**src/rtl/cdu_lock_sequencer.sv**
```systemverilog
// Coarse/fine lock sequencer for one CDU gimbal channel.
// Walks RSET -> COARSE -> FINE1 -> FINE2 on FAZ2HI strobes using the tolerance flags.
//
// Ports:
//   CLOCKH  in   system clock, rising edge
//   rst     in   synchronous active-high reset
//   FAZ2HI  in   phase-2 strobe, the only sequencing enable
//   ACDUZ   in   CDU zero command (level), overrides sequencing
//   ACTOLH  in   coarse error within tolerance
//   AFTOLH  in   fine error within tolerance
//   ARSETB  out  read-counter reset (RSET)
//   ATLC1H  out  coarse-loop enable (COARSE)
//   ATLF1H  out  fine-1 enable (FINE1, FINE2)
//   ATLF2H  out  fine-2 enable (FINE2)
//   ADEL0H  out  zero-crossing delay inhibit, first DEL_LEN strobes of FINE1
//   ALOCKH  out  channel locked (FINE2)
//   AFALLH  out  one-clock pulse after each fallback to COARSE
//   AFALLC  out  saturating fallback count
//   ASTATE  out  state code 0..3
module cdu_lock_sequencer #(
    parameter int RSET_LEN    = 4,
    parameter int COARSE_HOLD = 8,
    parameter int FINE_HOLD   = 16,
    parameter int DEL_LEN     = 2
) (
    input  logic       CLOCKH,
    input  logic       rst,
    input  logic       FAZ2HI,
    input  logic       ACDUZ,
    input  logic       ACTOLH,
    input  logic       AFTOLH,
    output logic       ARSETB,
    output logic       ATLC1H,
    output logic       ATLF1H,
    output logic       ATLF2H,
    output logic       ADEL0H,
    output logic       ALOCKH,
    output logic       AFALLH,
    output logic [7:0] AFALLC,
    output logic [1:0] ASTATE
);

    typedef enum logic [1:0] {
        S_RSET   = 2'd0,
        S_COARSE = 2'd1,
        S_FINE1  = 2'd2,
        S_FINE2  = 2'd3
    } state_e;

    localparam logic [7:0] RSET_LAST   = 8'(RSET_LEN - 1);
    localparam logic [7:0] COARSE_LAST = 8'(COARSE_HOLD - 1);
    localparam logic [7:0] FINE_LAST   = 8'(FINE_HOLD - 1);
    localparam logic [7:0] DEL_INIT    = 8'(DEL_LEN);

    state_e     state_q, state_d;
    logic [7:0] cnt_q, cnt_d;
    logic [7:0] del_q, del_d;
    logic [7:0] fallc_q, fallc_d;
    logic       fallh_q, fallh_d;
    logic [7:0] cnt_inc;

    // Hold counter never wraps.
    assign cnt_inc = (cnt_q == 8'hFF) ? cnt_q : cnt_q + 8'd1;

    always_ff @(posedge CLOCKH) begin
        if (rst) begin
            state_q <= S_RSET;
            cnt_q   <= 8'd0;
            del_q   <= 8'd0;
            fallc_q <= 8'd0;
            fallh_q <= 1'b0;
        end else begin
            state_q <= state_d;
            cnt_q   <= cnt_d;
            del_q   <= del_d;
            fallc_q <= fallc_d;
            fallh_q <= fallh_d;
        end
    end

    always_comb begin
        state_d = state_q;
        cnt_d   = cnt_q;
        del_d   = del_q;
        fallc_d = fallc_q;
        fallh_d = 1'b0;

        if (ACDUZ) begin
            // Zero command wins at every edge and swallows any strobe.
            state_d = S_RSET;
            cnt_d   = 8'd0;
            del_d   = 8'd0;
        end else if (FAZ2HI) begin
            case (state_q)
                S_RSET: begin
                    if (cnt_q == RSET_LAST) begin
                        state_d = S_COARSE;
                        cnt_d   = 8'd0;
                    end else begin
                        cnt_d = cnt_inc;
                    end
                end
                S_COARSE: begin
                    if (!ACTOLH) begin
                        cnt_d = 8'd0;
                    end else if (cnt_q == COARSE_LAST) begin
                        state_d = S_FINE1;
                        cnt_d   = 8'd0;
                        del_d   = DEL_INIT;
                    end else begin
                        cnt_d = cnt_inc;
                    end
                end
                S_FINE1: begin
                    if (del_q != 8'd0) begin
                        del_d = del_q - 8'd1;
                    end
                    // Loss of coarse tolerance beats the fine count.
                    if (!ACTOLH) begin
                        state_d = S_COARSE;
                        cnt_d   = 8'd0;
                        fallh_d = 1'b1;
                        if (fallc_q != 8'hFF) begin
                            fallc_d = fallc_q + 8'd1;
                        end
                    end else if (!AFTOLH) begin
                        cnt_d = 8'd0;
                    end else if (cnt_q == FINE_LAST) begin
                        state_d = S_FINE2;
                        cnt_d   = 8'd0;
                    end else begin
                        cnt_d = cnt_inc;
                    end
                end
                S_FINE2: begin
                    if (!ACTOLH) begin
                        state_d = S_COARSE;
                        cnt_d   = 8'd0;
                        fallh_d = 1'b1;
                        if (fallc_q != 8'hFF) begin
                            fallc_d = fallc_q + 8'd1;
                        end
                    end else if (!AFTOLH) begin
                        // Drop back to fine-1 only; inhibit is re-armed.
                        state_d = S_FINE1;
                        cnt_d   = 8'd0;
                        del_d   = DEL_INIT;
                    end
                end
                default: begin
                    state_d = S_RSET;
                    cnt_d   = 8'd0;
                end
            endcase
        end
    end

    assign ARSETB = (state_q == S_RSET);
    assign ATLC1H = (state_q == S_COARSE);
    assign ATLF1H = (state_q == S_FINE1) || (state_q == S_FINE2);
    assign ATLF2H = (state_q == S_FINE2);
    assign ALOCKH = (state_q == S_FINE2);
    assign ADEL0H = (state_q == S_FINE1) && (del_q != 8'd0);
    assign AFALLH = fallh_q;
    assign AFALLC = fallc_q;
    assign ASTATE = state_q;

endmodule

```
**config.mk**
```make
export PLATFORM = sky130hd
export DESIGN_NAME = cdu_lock_sequencer
export DESIGN_NICKNAME = d
export VERILOG_FILES = /design/src/rtl/cdu_lock_sequencer.sv
export SDC_FILE = /design/constraint.sdc
export NUM_CORES = 1
export LEC_CHECK = 0
export CORE_UTILIZATION = 40
export DETAILED_ROUTE_END_ITERATION = 7
export PLACE_DENSITY = 0.61
export SLEW_MARGIN = 10
export SYNTH_ARGS = -nofsm -noshare
export SYNTH_HDL_FRONTEND = slang
export SYNTH_SLANG_ARGS = --single-unit
```
**constraint.sdc**
```tcl
create_clock -name CLOCKH -period 7.2 [get_ports CLOCKH]
set_clock_uncertainty 0.15 [all_clocks]
set_input_delay 1.08 -clock CLOCKH [delete_from_list [all_inputs] [get_ports CLOCKH]]
set_output_delay 1.08 -clock CLOCKH [all_outputs]
set_load 0.03 [all_outputs]
```
==> results of run 1 <==
-- cell type report --
| type | count | area [um^2] | area share |
|---|---|---|---|
| repair buffers | 22 | 220 | 0.124 |
| multi-input cells | 132 | 892 | 0.500 |
| well taps | 46 | 57.6 | 0.0323 |
| inverters | 6 | 22.5 | 0.0126 |
| clock buffers | 3 | 41.3 | 0.0232 |
| flip-flops and latches | 27 | 541 | 0.303 |
| clock inverters | 1 | 8.76 | 0.00491 |
-- stage by stage --
step | instances | util | hold WS (ns)
floorplan | 172 | - | 0.303
global placement | 233 | 0.500 | 0.321
detailed placement | 233 | 0.500 | 0.341
CTS | 237 | 0.514 | 0.356
global route | 237 | 0.514 | 0.395
finish | 237 | 0.514 | 0.356
-- flip-flops by register name, indices dropped and copies added, names as in the netlist --
signal and count:
AFALLC 8, cnt_q 8, del_q 8, ASTATE 2, AFALLH 1
-- per-layer routing --
layer	global-route usage	routed length (um)	vias up
met5	0	0	-
met1	0.223	1500	601
met2	0.269	1560	16
met3	0.0272	67	4
met4	0.0511	31	0
li1	-	-	661
-- worst max-delay path, cell delays in order (launching register included) --
cell and delay (ns):
dfxtp_1 0.37, or4_4 0.59, o41a_1 0.45, clkdlybuf4s50_1 0.64
-- placed cells by master, fill, tap and decap left out, types with 3 or more instances in the layout --
| cell type | Yosys | layout |
|---|---|---|
| dfxtp_1 | 27 | 27 |
| a21oi_1 | 10 | 10 |
| inv_1 | 6 | 6 |
| nand4_1 | 5 | 5 |
| clkbuf_8 | 0 | 3 |
| mux2i_1 | 4 | 4 |
| ha_1 | 4 | 4 |
| or4_1 | 4 | 4 |
| o21ai_0 | 4 | 4 |
| and2_1 | 3 | 3 |
| nor2_1 | 27 | 27 |
| nand3_1 | 6 | 6 |
| nand2_1 | 9 | 9 |
| xnor2_1 | 7 | 7 |
| o31ai_1 | 4 | 4 |
| clkdlybuf4s50_1 | 0 | 22 |
| or3_1 | 3 | 3 |
| nor3_1 | 5 | 5 |
| nor2b_1 | 3 | 3 |
| xor2_1 | 4 | 4 |
-- cells by family after synthesis --
logic type	count (synthesis)	synth area share
xor gates and xnor gates	11	0.0643
buffers and inverters	13	0.0434
AOI/OAI and AO/OA	34	0.186
and+or+nand+nor	79	0.285
muxes	4	0.0267
DFF	27	0.361
adders and majority gates	4	0.0334
-- where the power goes --
group	internal [uW]	leakage, uW	total, uW	switching [uW]
Sequential	150	0.000218	151	1.07
Clock	40.7	0.0000261	91.8	51.2
Combinational	6.85	0.000365	15.6	8.74
-- final timing paths --
check,endpoint,startpoint,slack [ns]
hold / removal,del_q[5],del_q[5],0.36
hold reg to reg,del_q[5],del_q[5],0.36
setup reg to reg,del_q[5],cnt_q[0],4.75
setup / recovery,ADEL0H,del_q[2],3.64
==> metrics.sh, run 1 <==
ANTENNADIODECOUNT=0
IRDROPWORSTVDD_uV=77.1
YS_FLOP_TYPE='dfxtp_1'
MAXIMUM_NUMBER_OF_PINS_ON_ONE_NET_BEFORE_GLOBAL_ROUTE_REPAIR=18
PLACEMENTROWS=21
SYNTH_ASYNC_SR_FLOP_SHARE=0
YOSYSTOPAREACELLSHARE=0.361
CLK-INSERTION-DELAY-LATE_NS=0.28
DPL_WORST_SLACK_NS=3.78
CHIPWIDTH_UM=63.2
POST-ROUTE-PERIOD-UTIL=0.494
DIE_Y_UM=63.2
FRACTION_OF_LAYOUT_INSTANCES_USING_A_DRIVE_STRENGTH_ABOVE_1=0.0890
WORSTSETUPPATHTYPE='reg2out'
P_LEAK_uW=0.000609
SYNTHCELLS=172
REG2REGPATHDEPTH=6
FINAL_MAX_SLEW_VIOL_COUNT=0
FIN_SETUP_TNS_NS=0
SETUP_VIOL=0
AREA_GROWTH_PCT=19.0
CTS.ROOT.BUFFER_CELL='clkbuf_8'
TIMING.FMAX_MHz=281
RUN_STATUS='finished, final reports clean'
FIRSTDRTPASSITERS=4
FP.COREAREA_MM2=0.00347
DETAILED_PLACE_HPWL_UM=2400
DETAIL_ROUTE.ITER0.VIOLATIONS=69
POST_SYNTH_NUM_CELL_TYPES=49
WORST_SETUP_HOLD_PATH_CLK_SLEW_NS=0.10
DETAIL-ROUTE-ANTENNA-NETS=0
FINAL_AREA_MM2=0.00178
MIN_DELAY_PATH_DEPTH=2
HTREE_NUM_LEVELS=1
FINAL_NET_COUNT=202
MAX-CLOCK-PATH-BUFFERS=2
SETUP.WORST_PATH.START_CLASS='register'
YS_FF_LATCH=27
SYNTH.AREA.TOP_CELLS='dfxtp_1 (36%), nor2_1 (6.8%), xnor2_1 (4.1%)'
VIA_COUNT=1282
CTS-RESIZED-GATES=0
YOSYS_WARNINGS=0
VIAS_PER_CELL=5.41
POST-CTS-SETUP-BUFFERS=0
CTS_BUFFERS=3
REMAINING_DRC_ERRORS=0
RELSLEWSLACK=0.494
PLACEMENT.IO_BUFFERS=22
TOTAL_POWER_uW=258
NETLIST_AREA_MM2=0.00150
CP_DATA_REQUIRED_TIME_NS=5.97
WL_PER_CELL_UM=13.3
CRITPATHCAPTURETYPE='primary output'
GRT_USE_TOTAL=0.165
CRITPATHARRIVALTIME_NS=2.33
POWER.DENSITY_mW_PER_MM2=145
FINALWIRELENGTH_UM=3160
GRT_ANTENNA_BEFORE_REPAIR=0
FINAL_CRITICAL_PERIOD_NS=3.56
TIMING.HOLD.WORST.CLASS='reg2reg'
FINAL-HOLD-VIOLATION-COUNT=0
PLACED_CELL_AREA_MM2=0.00173
FINAL.FILL_COUNT=363
SYNTH.YOSYS.SEQ_AREA_SHARE=0.361
WORSTMARGINPINSLEW_NS=0.759
MAX-CAP-VIOLATIONS=0
SETUP_SLACK_NS=3.64
FLOORPLAN.DIE_AREA_MM2=0.00399
GPL.FINAL_WEIGHTED_CONGESTION=0.811
TOP_LEVEL_PORTS=23
SYN_AVG_CELL_AREA_UM2=8.71
CTS_TREE='done'
RSZ0062_AT_GRT='no'
GLOBAL_ROUTE.OVERFLOW_TOTAL=0
FLOORPLAN.INITIALDENSITY=0.432
YOSYS-TOP-CELLS-COUNT='dfxtp_1 (27), nor2_1 (27), a21oi_1 (10)'
FIRST_GLOBAL_VIAS=1140
SYNTHESIS.NETS=182
TIMING.CRITICAL_PATH.FANOUT_MAX=6
GRT_FIRST_PASS_WIRELENGTH_UM=5290
SYNTH_ENABLE_FLOP_CELLS=0
CTS.SINK_COUNT=27
CTS_HOLD_BUFFERS=0
CELL_ACCOUNTING_FOR_THE_MOST_SYNTHESIZED_AREA='dfxtp_1'
Power figures use the tool's default switching activity.
==> run 2, diff against run 1 <==
- clock period: 7.2 -> 3.3 ns (I/O delays scaled with it)
==> metrics.sh, run 2 (same netlist as run 1, synthesis figures left out) <==
WORSTSETUPPATHTYPE='reg2out'
CHIPWIDTH_UM=63.2
TIMING.CRITICAL_PATH.FANOUT_MAX=6
FINAL-HOLD-VIOLATION-COUNT=0
SWSHARE=0.221
CRITPATHARRIVALTIME_NS=2.32
SLOWEST_DELAY_NS=0.64
SETUP_SLACK_NS=0.333
POST-ROUTE-UTIL=0.519
GPL.FINAL_WEIGHTED_CONGESTION=0.826
DETAIL_ROUTE.ITER0.VIOLATIONS=62
WL_PER_CELL_UM=13.4
RSZ0062_AT_GRT='no'
DETAIL-ROUTE-ANTENNA-NETS=0
CTS_BUFFERS=3
ANTENNADIODECOUNT=0
POST-ROUTE-PERIOD-UTIL=0.899
HTREE_NUM_LEVELS=1
PLACEMENTROWS=21
FINAL_NET_COUNT=205
LAYOUT.AREA.SEQ_UM2=541
GRT_FIRST_PASS_WIRELENGTH_UM=5610
VIAS_PER_CELL=5.33
FINAL_AREA_MM2=0.00180
GRT_ANTENNA_BEFORE_REPAIR=0
DETAILED_PLACE_HPWL_UM=2480
POWER.DENSITY_mW_PER_MM2=307
CLK-INSERTION-DELAY-LATE_NS=0.27
FINAL_CRITICAL_PERIOD_NS=2.97
RELSLEWSLACK=0.580
FIRSTDRTPASSITERS=4
WORST_SETUP_HOLD_PATH_CLK_SLEW_NS=0.09
PLACEMENT.IO_BUFFERS=22
SLOWEST_CELL_ON_THE_CRITICAL_PATH='clkdlybuf4s50_1'
FINAL_MAX_SLEW_VIOL_COUNT=0
VIA_COUNT=1279
FLOORPLAN.DIE_AREA_MM2=0.00399
CTS_HOLD_BUFFERS=0
REG2REGPATHDEPTH=6
POWER.SHARE.CLOCK=0.339
CELLINTERNALPOWER_uW=430
MAX-CAP-VIOLATIONS=0
AREA_GROWTH_PCT=20.2
CRIT_FAMILY='buffers and inverters'
CTS.SINK_COUNT=27
COMBPWRFRAC=0.064
FINALWIRELENGTH_UM=3220
MAX-CLOCK-PATH-BUFFERS=2
END_OF_THE_WORST_HOLD_PATH='del_q[5]'
WORST_HOLD_STARTPOINT='del_q[5]'
CTS-RESIZED-GATES=0
SEQPWRFRAC=0.597
AREA_OF_COMBINATIONAL_CELLS_WITH_MULTIPLE_INPUTS_UM2=892
DPL_WORST_SLACK_NS=0.438
FIN_CELLS=240
POWER_SWITCHING_uW=122
REG2REG_FROM='cnt_q[0]'
SETUP.WORST_PATH.START_CLASS='register'
FRACTION_OF_LAYOUT_INSTANCES_USING_A_DRIVE_STRENGTH_ABOVE_1=0.0979
MAXIMUM_NUMBER_OF_PINS_ON_ONE_NET_BEFORE_GLOBAL_ROUTE_REPAIR=15
WORSTMARGINPINSLEW_NS=0.629
MIN_DELAY_PATH_DEPTH=2
CP_CELL_SEQUENCE='or4_4 > o41a_1 > clkdlybuf4s50_1'
CTS_TREE='done'
FIRST_GLOBAL_VIAS=1257
POST-CTS-SETUP-BUFFERS=0
CP_DATA_REQUIRED_TIME_NS=2.65
TOP_LEVEL_PORTS=23
GLOBAL_ROUTE.OVERFLOW_TOTAL=0
IRDROPWORSTVDD_uV=234
REMAINING_DRC_ERRORS=0
DP.CELLS=236
DIE_Y_UM=63.2
GRT_USE_TOTAL=0.173
RUN_STATUS='finished, final reports clean'
PLACED_CELL_AREA_MM2=0.00176
P_LEAK_uW=0.000620
TIMING.RR.END='del_q[7]'
SETUP_VIOL=0
FIN_SETUP_TNS_NS=0
REG2REG_SLACK_NS=0.82
FINAL.FILL_COUNT=357
CRITPATHCAPTURETYPE='primary output'
FP.COREAREA_MM2=0.00347
CTS.ROOT.BUFFER_CELL='clkbuf_8'
TIMING.HOLD.WORST.CLASS='reg2reg'
MOST-COMMON-LAYOUT-CELLS='dfxtp_1 (27), nor2_1 (27), clkdlybuf4s50_1 (22)'
CP.BUFFERS_INVERTERS=1
FLOORPLAN.INITIALDENSITY=0.432
TIMING.FMAX_MHz=337
## run 2: power by group through the flow
stage / logic, uW / clock network [uW] / registers (uW)
2_1_floorplan: 21.7 / 0 / 337
3_3_place_gp: 34.8 / 0 / 337
3_5_place_dp: 35.5 / 0 / 337
4_1_cts: 35.7 / 196 / 330
5_1_grt: 39.7 / 207 / 330
6_report: 35.4 / 187 / 330
## run 2: final cells by class
type | instances | share of cell area
clock buffers | 4 | 0.0250
inverters | 6 | 0.0125
multi-input cells | 132 | 0.495
flip-flops and latches | 27 | 0.300
well taps | 46 | 0.0320
repair buffers | 25 | 0.135
## run 2: per-layer routing
| metal | GRT usage | wire (um) | vias to the layer above | share of wire |
|---|---|---|---|---|
| met5 | 0 | 0 | - | 0 |
| met4 | 0.0568 | 39 | 0 | 0.012 |
| met3 | 0.0435 | 64 | 6 | 0.020 |
| met2 | 0.289 | 1590 | 14 | 0.49 |
| met1 | 0.217 | 1530 | 597 | 0.48 |
| li1 | - | - | 662 | - |
## run 2: worst register-to-register path, cell delays in order, from the launching register on
cell and delay, ns:
dfxtp_1 0.42, ha_1 0.25, or4bb_1 0.57, o21ai_4 0.23
o2111ai_4 0.18, or4_1 0.46, a21oi_1 0.16
## run 2: how the worst max path moves through the flow
stage                    from        to  cells after the start
finish               del_q[2]    ADEL0H                      3
CTS                  del_q[2]    ADEL0H                      3
detailed placement     ACTOLH  del_q[7]                      6
global route         del_q[2]    ADEL0H                      3
global placement       ACTOLH  del_q[5]                      6
floorplan           ASTATE[0]  del_q[5]                      6
## run 2: metrics by stage
| stage | hold slack, ns | power [uW] |
|---|---|---|
| after floorplan | 0.303 | 358 |
| after global placement | 0.318 | 372 |
| after detailed placement | 0.330 | 373 |
| after CTS | 0.341 | 562 |
| after global routing | 0.359 | 577 |
| final | 0.345 | 552 |
